[config.mk]
export PLATFORM = sky130hd
export DESIGN_NAME = cry_rgb_expand
export DESIGN_NICKNAME = d
export VERILOG_FILES = /design/src/rtl/cry_rgb_expand.sv
export SDC_FILE = /design/constraint.sdc
export NUM_CORES = 1
export LEC_CHECK = 0
export CORE_MARGIN = 5
export CORE_UTILIZATION = 45
export CTS_BUF_LIST = sky130_fd_sc_hd__clkbuf_2 sky130_fd_sc_hd__clkbuf_4 sky130_fd_sc_hd__clkbuf_8
export DETAILED_ROUTE_END_ITERATION = 7
export GPL_ROUTABILITY_DRIVEN = 0
export MAX_ROUTING_LAYER = met4
export PLACE_DENSITY_LB_ADDON = 0.2
export SLEW_MARGIN = 30
export SYNTH_ARGS = -nofsm -noshare
export SYNTH_HDL_FRONTEND = slang
export SYNTH_SLANG_ARGS = --single-unit
[constraint.sdc]
create_clock -name sys_clk -period 12.05 [get_ports sys_clk]
set_input_delay 1.205 -clock sys_clk [delete_from_list [all_inputs] [get_ports sys_clk]]
set_output_delay 1.205 -clock sys_clk [all_outputs]
set_load 0.01 [all_outputs]
[src/rtl/cry_rgb_expand.sv]
// cry_rgb_expand: CRY-to-RGB pixel stage around the shared colour lookup ROMs.
// S1 waits for the ROM read and holds the intensity byte; S2 scales each ROM
// channel by that intensity and holds the RGB result for the video output.
module cry_rgb_expand (
  input  logic        sys_clk,
  input  logic        resetl,
  input  logic [15:0] pix_in,
  input  logic        pix_valid,
  output logic        pix_ready,
  output logic [7:0]  rom_addr,
  input  logic [7:0]  rom_r,
  input  logic [7:0]  rom_g,
  input  logic [7:0]  rom_b,
  output logic [23:0] rgb_out,
  output logic        rgb_valid,
  input  logic        rgb_ready
);

  // Round-to-nearest of c*y/255 using only a multiply, adds and shifts.
  // Sums stay below 2^16 (255*255 + 128 + 254), so 16 bits are enough.
  function automatic logic [7:0] scale_chan(input logic [7:0] c, input logic [7:0] y);
    logic [15:0] p;
    logic [15:0] s;
    p = ({8'd0, c} * {8'd0, y}) + 16'd128;
    s = p + {8'd0, p[15:8]};
    return 8'(s >> 8);
  endfunction

  logic        s1_v_q, s1_v_d;
  logic        s2_v_q, s2_v_d;
  logic [7:0]  y1_q, y1_d;
  logic [7:0]  addr_hold_q, addr_hold_d;
  logic [23:0] rgb_q, rgb_d;

  logic        accept_s;
  logic        s2_adv_s;
  logic        s1_adv_s;
  logic        pix_ready_s;

  // Handshake decode: a slot frees up when its contents move on this cycle.
  always_comb begin
    s2_adv_s    = ~s2_v_q | rgb_ready;
    s1_adv_s    = s1_v_q & s2_adv_s;
    pix_ready_s = ~s1_v_q | s2_adv_s;
    accept_s    = pix_valid & pix_ready_s;
  end

  // ROM address: the new colour on accept, otherwise the held one so the
  // ROM keeps returning data for the pixel sitting in S1 during a stall.
  always_comb begin
    if (accept_s) begin
      rom_addr = pix_in[15:8];
    end else begin
      rom_addr = addr_hold_q;
    end
  end

  // Next-state for both pipeline stages.
  always_comb begin
    s1_v_d      = s1_v_q;
    y1_d        = y1_q;
    addr_hold_d = addr_hold_q;
    s2_v_d      = s2_v_q;
    rgb_d       = rgb_q;

    if (accept_s) begin
      s1_v_d      = 1'b1;
      y1_d        = pix_in[7:0];
      addr_hold_d = pix_in[15:8];
    end else if (s1_adv_s) begin
      s1_v_d = 1'b0;
    end else begin
      s1_v_d = s1_v_q;
    end

    if (s1_adv_s) begin
      s2_v_d = 1'b1;
      rgb_d  = {scale_chan(rom_r, y1_q), scale_chan(rom_g, y1_q), scale_chan(rom_b, y1_q)};
    end else if (rgb_ready) begin
      s2_v_d = 1'b0;
    end else begin
      s2_v_d = s2_v_q;
    end
  end

  // Pipeline state registers with synchronous active-low reset.
  always_ff @(posedge sys_clk) begin
    if (!resetl) begin
      s1_v_q      <= 1'b0;
      s2_v_q      <= 1'b0;
      y1_q        <= 8'd0;
      addr_hold_q <= 8'd0;
      rgb_q       <= 24'd0;
    end else begin
      s1_v_q      <= s1_v_d;
      s2_v_q      <= s2_v_d;
      y1_q        <= y1_d;
      addr_hold_q <= addr_hold_d;
      rgb_q       <= rgb_d;
    end
  end

  assign pix_ready = pix_ready_s;
  assign rgb_valid = s2_v_q;
  assign rgb_out   = rgb_q;

endmodule
==> impl_metrics.yaml <==
status:
  status: "completed"
sta:
  drv_slew: 0
  grt_setup_unrepaired: "no"
  final.setup.tns_ns: 0
  fmax_mhz: 131.7
  whs_ns: 0.4686
  fin_ws_ns: 4.456
  fin_skew_ns: 0.004053
  relSlewSlack_pct: 56.14
  worst_pin_slew_ns: 0.6566
  min_period_ns: 7.594
  period_share_pct: 63.02
  hold_viol: 0
  setup_viol: 0
grt:
  grt_max_degree: 45
  antenna_found_initial: 0
  gr-total-overflow: 0
  grtUsageTotal_pct: 20.29
  grt_pass1_wl_um: 39610
  grt_pass1_vias: 7724
drt:
  ant_nets: 0
  drt_iter0_drc: 464
  routed_wl_um: 22940
  vias: 7606
  dr.pass1.iters: 5
  drc: 0
  wl_per_cell_um: 15.77
  viasPerCell: 5.227
placed_design:
  post-place-cells: 1447
  dpl_worst_slack_ns: 4.144
  io_buffers: 77
  post-dp-hpwl_um: 18230
cts:
  clkTransAtPathRegs_ns: 0.08
  clk_latency_ns: 0.29
  cts_resized: 0
  post_cts_buffers: 0
  htreeDepth: 2
  cts_buffers: 5
  clock_path_buffers: 2
  root_buffer: "clkbuf_8"
  hold_buffers: 0
  tritoncts: "yes"
  clkSinkCount: 42
logic_synthesis:
  synthSimpleGateAreaFrac_pct: 23.20
  synth_area_um2: 9503
  yosysWarnings: 0
  synth.net_count: 1416
  synth_top_family_by_area: "adder cells"
  synth_ff_type: "dfxtp_1"
  synthAdderAreaFrac_pct: 41.28
  synth.distinct_cells: 80
  async_flop_share_pct: 0
  ys_seq_area_share_pct: 8.848
  ys_ff_latch: 42
  synth-xor-area-share_pct: 3.937
  synth_edf_count: 0
  synth_mux_area_share_pct: 0.8032
  synthCells: 1126
  synth_compound_area_share_pct: 13.06
  postSynthAreaPerCell_um2: 8.439
power:
  cellPowerDensity_nw_per_um2: 79.50
  p_leak_nw: 5.331
  ir_drop_uv: 76.97
setup_path:
  crit_path_end_kind: "register"
  r2r_end: "rgb_out[20]$_SDFFE_PN0P_"
  cp_max_fo: 10
  cp_data_required_time_ns: 12.27
  reg2reg_depth: 22
  r2r_slack_ns: 5.11
  crit_type: "primary input to register"
  startpoint_type: "primary input"
  rr_startpoint: "y1_q[0]$_SDFFE_PN0P_"
  worstPathArrival_ns: 7.82
min_path:
  hold_end: "y1_q[3]$_SDFFE_PN0P_"
  hp-class: "register to register"
  hp-start: "y1_q[3]$_SDFFE_PN0P_"
  min_path_cells: 2
floorplanning:
  num_rows: 53
  die_w_um: 155.3
  design.portCount: 78
  die_h_um: 155.3
  start_util_pct: 45.49
  die_area_um2: 24120
  core_um2: 20890
finish:
  fin_util_pct: 50.86
  drive_above_1_share_pct: 3.729
  fillers: 2022
  diodes: 0
  syn_to_final_growth_pct: 11.80
  stdcell_count: 1455
  fin_nets: 1469
run:
  cap_violations: 0
[how the worst max path moves through the flow]
stage               startpoint                  endpoint  cells past startpoint
floorplan             rom_r[7]  rgb_out[20]$_SDFFE_PN0P_                     22
global placement      rom_r[3]  rgb_out[20]$_SDFFE_PN0P_                     22
detailed placement    rom_r[6]  rgb_out[20]$_SDFFE_PN0P_                     21
CTS                   rom_r[6]  rgb_out[20]$_SDFFE_PN0P_                     21
global route          rom_r[7]  rgb_out[20]$_SDFFE_PN0P_                     22
finish                rom_r[6]  rgb_out[20]$_SDFFE_PN0P_                     21
[registers in the layout, summed over array words and instances, names as in the netlist]
name and flops:
y1_q 8, addr_hold_q 8, s1_v_q 1, rgb_valid 1, rgb_out 24
[per-stage QoR]
| stage | area (um2) | total power [W] |
|---|---|---|
| after floorplan | 9503 | 0.0005765 |
| after global placement | 10510 | 0.0007220 |
| after detailed placement | 10510 | 0.0007260 |
| after CTS | 10620 | 0.0008488 |
| after global routing | 10620 | 0.0009301 |
| final | 10620 | 0.0008446 |
[cell usage after synthesis, types with 4 or more instances]
master	n	share of area (%)
xnor2_1	28	2.6
nand2_1	128	5.1
o21ai_0	26	1.4
buf_2	4	0.21
nand3_1	26	1.4
nor2b_1	7	0.46
clkbuf_1	32	1.3
mux2i_1	5	0.53
inv_1	177	7.0
or3_1	6	0.40
nand2b_1	9	0.59
and3_1	8	0.53
nand4_1	6	0.40
xor2_1	5	0.46
a211oi_1	8	0.63
o21a_1	11	0.87
nor2_1	20	0.79
fa_1	111	23
nor3_1	14	0.74
a31oi_1	10	0.66
a211o_1	4	0.37
or4_1	4	0.32
and2_1	150	9.9
a21o_1	16	1.3
a21boi_0	9	0.71
ha_1	135	18
a21oi_1	27	1.4
o211ai_1	8	0.63
dfxtp_1	42	8.8
and4_1	8	0.74
[cells by family after synthesis]
group,Yosys count
buffers and inverters,217
xor gates and xnor gates,37
and+or+nand+nor,407
muxes,7
AOI/OAI and AO/OA,169
adders and majority gates,247
DFF,42
[placed cells by master (no fill, tap or decap), types with 4 or more instances in the layout]
master           netlist  layout
a211o_1                4       4
a211oi_1               8       8
a21boi_0               9       9
a21o_1                16      16
a21oi_1               27      27
a31oi_1               10      10
and2_1               150     150
and3_1                 8       8
and4_1                 8       8
buf_4                  0       9
clkbuf_8               0       5
clkdlybuf4s50_1        0      77
dfxtp_1               42      41
fa_1                 111     111
ha_1                 135     135
inv_1                177     177
mux2i_1                5       5
nand2_1              128     128
nand2b_1               9       8
nand3_1               26      26
nand4_1                6       6
nor2_1                20      20
nor2b_1                7       7
nor3_1                14      14
o211ai_1               8       8
o21a_1                11      11
o21ai_0               26      26
or3_1                  6       6
or4_1                  4       4
xnor2_1               28      28
xor2_1                 5       5
[layer usage]
metal	up-vias	track usage, %	wire length (um)
li1	3827	-	-
met1	3601	31.40	12400
met2	163	28.95	9321
met3	15	2.726	1038
met4	0	2.584	183
met5	-	-	0
[cell type report]
cell class | count | area, um2 | area share [%]
Timing Repair Buffer | 86 | 838.3 | 7.891
Clock buffer | 7 | 83.83 | 0.7891
Inverter | 177 | 664.4 | 6.254
Clock inverter | 1 | 30.03 | 0.2827
Tap cell | 275 | 344.1 | 3.239
Multi-Input combinational cell | 867 | 7821 | 73.62
Sequential cell | 42 | 842.1 | 7.926
[worst max-delay path, stage by stage]
cell and delay, ns:
clkdlybuf4s50_1 0.57, and2_1 0.27, fa_1 0.52, fa_1 0.52
fa_1 0.50, inv_1 0.05, fa_1 0.48, inv_1 0.05
ha_1 0.42, and3_4 0.25, a221oi_2 0.42, xnor2_1 0.24
ha_1 0.33, nand3_1 0.11, a2111oi_2 0.36, a211oi_1 0.14
o21ai_4 0.23, a21oi_1 0.11, o31a_1 0.41, or4_1 0.48
a31oi_1 0.16
[power by group]
| group | internal [W] | switching [W] | leakage (nW) |
|---|---|---|---|
| sequential | 0.000150 | 0.00000866 | 0.345 |
| combinational | 0.000233 | 0.000338 | 4.93 |
| clock | 0.0000665 | 0.0000480 | 0.0593 |
Power figures use the tool's default switching activity.
